File: src/rtl/tick_watchdog_pkg.sv
`default_nettype none
// +--------------------------------------------------------------------+
// | tick_wdg_pkg : state encoding and default sizing for tick_watchdog |
// | Rev 1.0                                                            |
// +--------------------------------------------------------------------+
package tick_wdg_pkg;

  localparam int c_def_cbits   = 17;
  localparam int c_def_min_gap = 99990;
  localparam int c_def_max_gap = 100010;
  localparam int c_def_ebits   = 8;

  typedef enum logic [1:0] {
    ST_IDLE  = 2'd0,
    ST_ARM   = 2'd1,
    ST_RUN   = 2'd2,
    ST_ALARM = 2'd3
  } wdg_state_t;

endpackage
`default_nettype wire

File: src/rtl/tick_watchdog_if.sv
`default_nettype none
// +--------------------------------------------------------------------+
// | tick_watchdog_if : control inputs and status outputs of the monitor |
// | Rev 1.0                                                            |
// +--------------------------------------------------------------------+
interface tick_watchdog_if #(
  parameter int EBITS = tick_wdg_pkg::c_def_ebits
);
  logic             en;
  logic             tick;
  logic             clr;
  logic             ok;
  logic             early_err;
  logic             late_err;
  logic             alarm;
  logic [EBITS-1:0] err_cnt;

  modport master (
    output en, tick, clr,
    input  ok, early_err, late_err, alarm, err_cnt
  );

  modport slave (
    input  en, tick, clr,
    output ok, early_err, late_err, alarm, err_cnt
  );
endinterface
`default_nettype wire

File: src/rtl/tick_watchdog_sat_cnt.sv
`default_nettype none
// +--------------------------------------------------------------------+
// | sat_cnt : saturating up-counter; clr with inc restarts at one      |
// | Rev 1.0                                                            |
// +--------------------------------------------------------------------+
module sat_cnt #(
  parameter int WIDTH = 8
) (
  input  wire logic             clk,
  input  wire logic             rst,
  input  wire logic             inc,
  input  wire logic             clr,
  output logic      [WIDTH-1:0] q
);
  localparam logic [WIDTH-1:0] c_max = '1;
  localparam logic [WIDTH-1:0] c_one = WIDTH'(1);

  // clr+inc in the same cycle counts the new event on top of the clear
  always_ff @(posedge clk) begin
    if (rst) begin
      q <= '0;
    end else if (clr) begin
      q <= inc ? c_one : '0;
    end else if (inc && (q != c_max)) begin
      q <= q + c_one;
    end
  end
endmodule
`default_nettype wire

File: src/rtl/tick_watchdog.sv
`default_nettype none
// +--------------------------------------------------------------------+
// | tick_watchdog : checks spacing of periodic tick pulses, flags early |
// | and late ticks. Rev 1.0                                            |
// +--------------------------------------------------------------------+
module tick_watchdog
  import tick_wdg_pkg::*;
#(
  parameter int CBITS   = c_def_cbits,
  parameter int MIN_GAP = c_def_min_gap,
  parameter int MAX_GAP = c_def_max_gap,
  parameter int EBITS   = c_def_ebits
) (
  input wire logic   clk,
  input wire logic   rst,
  tick_watchdog_if.slave bus
);
  localparam logic [CBITS-1:0] c_min_gap = CBITS'(MIN_GAP);
  localparam logic [CBITS-1:0] c_max_gap = CBITS'(MAX_GAP);

  wdg_state_t       r_state;
  wdg_state_t       w_state_nxt;
  logic             r_ok;
  logic             r_early_err;
  logic             r_late_err;
  logic             r_alarm;
  logic             w_ok_nxt;
  logic             w_early_ev;
  logic             w_late_ev;
  logic             w_err_ev;
  logic             w_gcnt_inc;
  logic             w_gcnt_clr;
  logic [CBITS-1:0] w_gcnt;
  logic [EBITS-1:0] w_err_cnt;

  always_ff @(posedge clk) begin
    if (rst) begin
      r_state <= ST_IDLE;
    end else begin
      r_state <= w_state_nxt;
    end
  end

  // gcnt restarts at 1 on every accepted tick (clr+inc of the counter)
  always_comb begin
    w_state_nxt = r_state;
    w_ok_nxt    = r_ok;
    w_early_ev  = 1'b0;
    w_late_ev   = 1'b0;
    w_gcnt_inc  = 1'b0;
    w_gcnt_clr  = 1'b0;
    if (!bus.en) begin
      w_state_nxt = ST_IDLE;
      w_ok_nxt    = 1'b0;
      w_gcnt_clr  = 1'b1;
    end else begin
      case (r_state)
        ST_IDLE: begin
          w_state_nxt = ST_ARM;
          w_ok_nxt    = 1'b0;
          w_gcnt_clr  = 1'b1;
        end
        ST_ARM: begin
          w_gcnt_clr = 1'b1;
          if (bus.tick) begin
            w_gcnt_inc  = 1'b1;
            w_state_nxt = ST_RUN;
          end
        end
        ST_RUN: begin
          w_gcnt_inc = 1'b1;
          if (bus.tick) begin
            w_gcnt_clr = 1'b1;
            if (w_gcnt < c_min_gap) begin
              w_early_ev  = 1'b1;
              w_ok_nxt    = 1'b0;
              w_state_nxt = ST_ALARM;
            end else begin
              w_ok_nxt = 1'b1;
            end
          end else if (w_gcnt == c_max_gap) begin
            w_late_ev   = 1'b1;
            w_ok_nxt    = 1'b0;
            w_state_nxt = ST_ALARM;
          end
        end
        ST_ALARM: begin
          w_gcnt_inc = 1'b1;
          if (bus.tick) begin
            w_gcnt_clr  = 1'b1;
            w_state_nxt = ST_RUN;
          end
        end
        default: begin
          w_state_nxt = ST_IDLE;
          w_gcnt_clr  = 1'b1;
        end
      endcase
    end
  end

  assign w_err_ev = w_early_ev | w_late_ev;

  always_ff @(posedge clk) begin
    if (rst) begin
      r_ok        <= 1'b0;
      r_early_err <= 1'b0;
      r_late_err  <= 1'b0;
      r_alarm     <= 1'b0;
    end else begin
      r_ok        <= w_ok_nxt;
      r_early_err <= w_early_ev;
      r_late_err  <= w_late_ev;
      if (w_err_ev) begin
        r_alarm <= 1'b1;
      end else if (bus.clr) begin
        r_alarm <= 1'b0;
      end
    end
  end

  sat_cnt #(.WIDTH(CBITS)) u_gcnt (
    .clk (clk),
    .rst (rst),
    .inc (w_gcnt_inc),
    .clr (w_gcnt_clr),
    .q   (w_gcnt)
  );

  sat_cnt #(.WIDTH(EBITS)) u_err_cnt (
    .clk (clk),
    .rst (rst),
    .inc (w_err_ev),
    .clr (bus.clr),
    .q   (w_err_cnt)
  );

  assign bus.ok        = r_ok;
  assign bus.early_err = r_early_err;
  assign bus.late_err  = r_late_err;
  assign bus.alarm     = r_alarm;
  assign bus.err_cnt   = w_err_cnt;
endmodule
`default_nettype wire
File: src/flat_wrapper.sv
// flat-port wrapper written by rule: the top's interface ports become plain ports
module tick_watchdog_flat import tick_wdg_pkg::*;
#(
  parameter int CBITS   = c_def_cbits,
  parameter int MIN_GAP = c_def_min_gap,
  parameter int MAX_GAP = c_def_max_gap,
  parameter int EBITS   = c_def_ebits
)
  (clk, rst, bus_en, bus_tick, bus_clr, bus_ok, bus_early_err, bus_late_err, bus_alarm, bus_err_cnt);
  tick_watchdog_if #(.EBITS(EBITS)) bus_i ();
  input wire logic clk;
  input wire logic rst;
  input wire logic [$bits(bus_i.en)-1:0] bus_en;
  input wire logic [$bits(bus_i.tick)-1:0] bus_tick;
  input wire logic [$bits(bus_i.clr)-1:0] bus_clr;
  output wire logic [$bits(bus_i.ok)-1:0] bus_ok;
  output wire logic [$bits(bus_i.early_err)-1:0] bus_early_err;
  output wire logic [$bits(bus_i.late_err)-1:0] bus_late_err;
  output wire logic [$bits(bus_i.alarm)-1:0] bus_alarm;
  output wire logic [$bits(bus_i.err_cnt)-1:0] bus_err_cnt;
  assign bus_i.en = bus_en;
  assign bus_i.tick = bus_tick;
  assign bus_i.clr = bus_clr;
  assign bus_ok = bus_i.ok;
  assign bus_early_err = bus_i.early_err;
  assign bus_late_err = bus_i.late_err;
  assign bus_alarm = bus_i.alarm;
  assign bus_err_cnt = bus_i.err_cnt;
  tick_watchdog #(.CBITS(CBITS), .MIN_GAP(MIN_GAP), .MAX_GAP(MAX_GAP), .EBITS(EBITS)) u_core (.clk(clk), .rst(rst), .bus(bus_i));
endmodule
File: config.mk
export PLATFORM = sky130hd
export DESIGN_NAME = tick_watchdog_flat
export DESIGN_NICKNAME = d
export VERILOG_FILES = /design/src/rtl/tick_watchdog_pkg.sv /design/src/rtl/tick_watchdog_if.sv /design/src/rtl/tick_watchdog_sat_cnt.sv /design/src/rtl/tick_watchdog.sv /design/src/flat_wrapper.sv
export SDC_FILE = /design/constraint.sdc
export NUM_CORES = 1
export LEC_CHECK = 0
export ABC_AREA = 1
export BUFFER_PORTS_ARGS = -buffer_cell sky130_fd_sc_hd__buf_2
export CAP_MARGIN = 10
export CORE_UTILIZATION = 40
export CTS_CLUSTER_DIAMETER = 50
export CTS_CLUSTER_SIZE = 20
export DETAILED_ROUTE_END_ITERATION = 8
export PLACE_DENSITY = 0.61
export SETUP_SLACK_MARGIN = 0.2
export SYNTH_ARGS = -nofsm -noshare
export SYNTH_HDL_FRONTEND = slang
export SYNTH_HIERARCHICAL = 1
export SYNTH_SLANG_ARGS = --single-unit
File: constraint.sdc
create_clock -name clk -period 4.8 [get_ports clk]
set_input_delay 0.48 -clock clk [delete_from_list [all_inputs] [get_ports clk]]
set_output_delay 0.48 -clock clk [all_outputs]
set_load 0.02 [all_outputs]
**Word level (Yosys, flattened, before mapping)**

Cells that the tools add are included.

- Register bits: 31

- Add/sub/neg operators: 2
- Order comparisons: 1
- Equality and inequality tests: 9
- Multiplexer cells: 30
- Bitwise gates (word level): 2
- Reduce and logical (&&, ||, !) cells: 13

Operators by type and width:

| kind | count |
|---|---|
| $mux W17 | 2 |
| $mux W1 | 18 |
| $add A17 B1 Y17 const B | 1 |
| $eq A17 B17 Y1 const B | 1 |
| $lt A17 B17 Y1 const B | 1 |
| $ne A17 B17 Y1 const B | 1 |
| $mux W8 | 2 |
| $add A8 B1 Y8 const B | 1 |
| $mux W2 | 4 |
| $ne A8 B8 Y1 const B | 1 |
| $reduce_bool A2 Y1 | 4 |
| $reduce_or A2 Y1 | 4 |
| $ne A3 B2 Y1 const B | 2 |
| $pmux W1 S2 | 3 |
| $pmux W2 S3 | 1 |
| $eq A2 B2 Y1 const B | 2 |
| $reduce_and A3 Y1 | 1 |
| $eq A2 B1 Y1 const B | 1 |
| $logic_and A1 B1 Y1 | 2 |
| $logic_not A2 Y1 | 1 |
| $ne A2 B1 Y1 const B | 1 |
| $reduce_and A2 Y1 | 1 |
| $not A1 Y1 | 1 |
| $or A1 B1 Y1 | 1 |

**Logic depth before layout (Yosys ltp)**

- Depth after elaboration: 9
- Mapped depth: 13

**Hierarchy**

The synthesis kept the hierarchy.

By module, submodules not included:

| module | times used | cells each | area an instance (µm²) | seq. area each (µm²) |
|---|---|---|---|---|
| sat_cnt (u_core.u_gcnt) | 1 | 143 | 922.1 | 340.3 |
| sat_cnt (u_core.u_err_cnt) | 1 | 75 | 491.7 | 160.2 |
| tick_watchdog | 1 | 73 | 437.9 | 120.1 |

**Worst setup path after synthesis**

OpenSTA, ideal clock, no wires.

- Path kind: register to register
- Start: reg u_core.u_gcnt.q[0]
- End: reg u_core.u_gcnt.q[5]
- Arrival time: 1534 ps
- Data required time: 4681 ps
- Path slack: 3147 ps
- Cell stages (with the launch flop): 13
- Cells stage by stage: dfxtp_1 > ha_1 > nand2_1 > nor2_1 > nand2_1 > nor2_1 > ha_1 > inv_1 > nand2_1 > nor2_4 > nand2_1 > o21ai_0 > a21oi_1

- Cells in the longest elaborated chain, start to end: 3
- Elaborated cells between the ends (all ways): 6
- Classes of those cells: 1 x add/sub; 1 x eq/ne; 2 x mux; 2 x reduce/logical

Ends and longest elaborated chain:

| what | line | source |
|---|---|---|
| from (decl) | tick_watchdog_sat_cnt.sv:13 | `output logic [WIDTH-1:0] q` |
| from (signal assigned) | tick_watchdog_sat_cnt.sv:23 | `q <= inc ? c_one : '0;` |
| from (signal assigned) | tick_watchdog_sat_cnt.sv:25 | `q <= q + c_one;` |
| $add A17 B1 Y17 or $ne A17 B17 Y1 (tied branches) | tick_watchdog_sat_cnt.sv:25, tick_watchdog_sat_cnt.sv:24 |  |
| $mux W17 or $logic_and A1 B1 Y1 (tied branches) | tick_watchdog_sat_cnt.sv:24 | `end else if (inc && (q != c_max)) begin` |
| $mux W17 or $reduce_bool A2 Y1 (tied branches) | - |  |

Several ways; a longest one is shown, not always the timed one. The select of a mux whose other input is x is not followed.
A chain may end at the register's enable or synchronous reset.

**Final worst setup path**

- Start: reg u_core.u_gcnt.q[0]
- End: reg u_core.u_gcnt.q[11]

The elaborated chain is that of the path after synthesis.

==> flow_summary.json <==
{
  "status": "finished, final reports clean",
  "detail_route.wl_per_cell_um": 10.5,
  "nets": 321,
  "synth-seq-area-share": 0.335,
  "max_slew_margin": 0.331,
  "syn_area_mm2": 0.00185,
  "layout_setup_ws_ns": 2.89,
  "rsz0062_at_grt": "false",
  "num_vias": 1767,
  "hold_path.class": "register to register",
  "core_area_mm2": 0.00441,
  "hold_violations": 0,
  "clock-skew-final_ns": 0.00720,
  "clk_latency_ns": 0.28,
  "mostFrequentLayoutCell": "nand2_1",
  "cts_tree": "built",
  "period_share": 0.399,
  "syn-num-nets": 299,
  "hold_buffers": 0,
  "worstPathMaxFanout": 6,
  "initial_core_util": 0.420,
  "cts-root-buf": "clkbuf_8",
  "post-dp-hpwl_um": 2910,
  "wl_um": 3820,
  "drt_iter0_drc": 98,
  "power_leakage_nw": 0.889,
  "grt_pass1_vias": 1492,
  "ir_drop_uv": 127,
  "grt_max_degree": 17,
  "die_area_mm2": 0.00491,
  "tightest_slew_ns": 1.00,
  "power_per_cell_area_mw_per_mm2": 237,
  "cts_buffer_depth": 2,
  "ctsResizeCount": 0,
  "dp_slack_ns": 2.78,
  "post-route-min-period_ns": 1.91,
  "overflow": 0,
  "cp_data_required_time_ns": 5.01,
  "path_clk_slew_ns": 0.07,
  "grt_use_total": 0.168,
  "synth_seq_cells": 31,
  "layout-drive-gt1-share": 0.163,
  "num-fill-cells": 466,
  "timing.fmax_ghz": 0.522,
  "antenna_found_initial": 0,
  "start_kind": "register",
  "cts.sink_count": 31,
  "ios": 17,
  "n_antenna_cell": 0,
  "critPathArrivalTime_ns": 2.13,
  "yosysWarnings": 6,
  "cts_buffers": 5,
  "cp-end-kind": "register",
  "finalSetupViolCount": 0,
  "syn_inst": 291,
  "mostFrequentLayoutCells": "nand2_1 (79), nor2_1 (48), inv_1 (38), dfxtp_1 (31), nand3_1 (23)",
  "area_delta_synth_final_pct": 12.3,
  "port-buffer-count": 16,
  "drtAntennaViolNets": 0,
  "gp_congestion": 0.788,
  "slew_viol_final": 0,
  "die_h_um": 70.0,
  "synth.distinct_cells": 25,
  "path_class": "register to register",
  "dr.pass1.iters": 4,
  "post_cts_buffers": 0,
  "via_per_inst": 4.84,
  "die_w_um": 70.0,
  "rows": 24,
  "h-tree-depth": 2,
  "grt_pass1_wl_um": 6600,
  "avgSynthCellArea_um2": 6.36,
  "setup_tns_ns": 0,
  "drv_cap": 0,
  "drc_errors": 0
}
==> worst max-delay path, stage by stage, from the launching register on <==
cell and delay (ns):
dfxtp_1 0.36, ha_1 0.22, nand2_1 0.10, nor2_1 0.05
nand2_1 0.09, nor2_1 0.06, ha_1 0.20, inv_1 0.08
nand2_1 0.13, nor2_4 0.21, nand3_1 0.13, nand2_1 0.08
nand2_1 0.05, nor2_1 0.10
==> stage by stage <==
| stage | power [W] | instances | util | hold WS [ns] | cell area (um2) |
|---|---|---|---|---|---|
| final | 0.000493 | 365 | 0.471 | 0.462 | 2080 |
| after global routing | 0.000519 | 365 | 0.471 | 0.493 | 2080 |
| after CTS | 0.000502 | 365 | 0.471 | 0.468 | 2080 |
| after detailed placement | 0.000293 | 358 | 0.451 | 0.457 | 1990 |
| after global placement | 0.000292 | 358 | 0.451 | 0.453 | 1990 |
| after floorplan | 0.000283 | 291 | - | 0.462 | 1850 |
==> cells in the mapped netlist (all sizes together) <==
library cell	number	area [um2]
nor4	1	21.3
nand2	85	344
o21ai	8	40.0
nor2	59	274
nand3	25	135
buf	1	5.00
dfxtp	31	621
nor3	2	15.0
a31oi	2	12.5
and3	1	6.26
ha	3	37.5
nand3b	3	22.5
a21oi	18	93.8
nand4	9	62.6
inv	43	161
==> cells by family after synthesis <==
logic type	after synthesis	synth area share
fa+ha+maj	3	0.0203
compound gates	28	0.0791
simple gates	185	0.476
flops	31	0.335
buf+inv	44	0.0899
==> path summary, 6_finish.rpt <==
path / start / to / slack [ns] / cells past startpoint
hold / removal: u_core/u_err_cnt/q[6]$_SDFFE_PP0P_ / u_core/u_err_cnt/q[6]$_SDFFE_PP0P_ / 0.46 / 2
setup / recovery: u_core/u_gcnt/q[0]$_SDFFE_PP0P_ / u_core/u_gcnt/q[11]$_SDFFE_PP0P_ / 2.89 / 13
hold reg to reg: u_core/u_err_cnt/q[6]$_SDFFE_PP0P_ / u_core/u_err_cnt/q[6]$_SDFFE_PP0P_ / 0.46 / 2
setup reg to reg: u_core/u_gcnt/q[0]$_SDFFE_PP0P_ / u_core/u_gcnt/q[11]$_SDFFE_PP0P_ / 2.89 / 13
==> routing by layer <==
layer  global-route usage  up-vias  wire length (um)
met5                    0        -                 0
met2                0.252       22              1670
met4               0.0533        0                40
li1                     -      962                 -
met3               0.0447        5               135
met1                0.233      778              1980
==> cell type report <==
| class | instances | area [um2] | area share |
|---|---|---|---|
| multi-input cells | 216 | 1060 | 0.512 |
| flip-flops and latches | 31 | 621 | 0.298 |
| inverters | 43 | 161 | 0.0776 |
| clock buffers | 6 | 82.6 | 0.0397 |
| repair buffers | 16 | 80.1 | 0.0385 |
| well taps | 52 | 65.1 | 0.0313 |
| clock inverters | 1 | 5.00 | 0.00241 |
==> report_power, final <==
part	switching, W	total [W]	internal (W)
clock	0.0000941	0.000206	0.000112
sequential	0.00000309	0.000263	0.000260
combinational	0.0000166	0.0000241	0.00000741
total	0.000114	0.000493	0.000380
==> flip-flops by register name, summed over array words and instances (netlist names) <==
name / flops
u_core/u_err_cnt/q: 8
u_core/bus.late_err: 1
u_core/bus.alarm: 1
u_core/u_gcnt/q: 17
u_core/bus.early_err: 1
u_core/r_state: 2
u_core/bus.ok: 1
(Power assumes the default switching activity.)
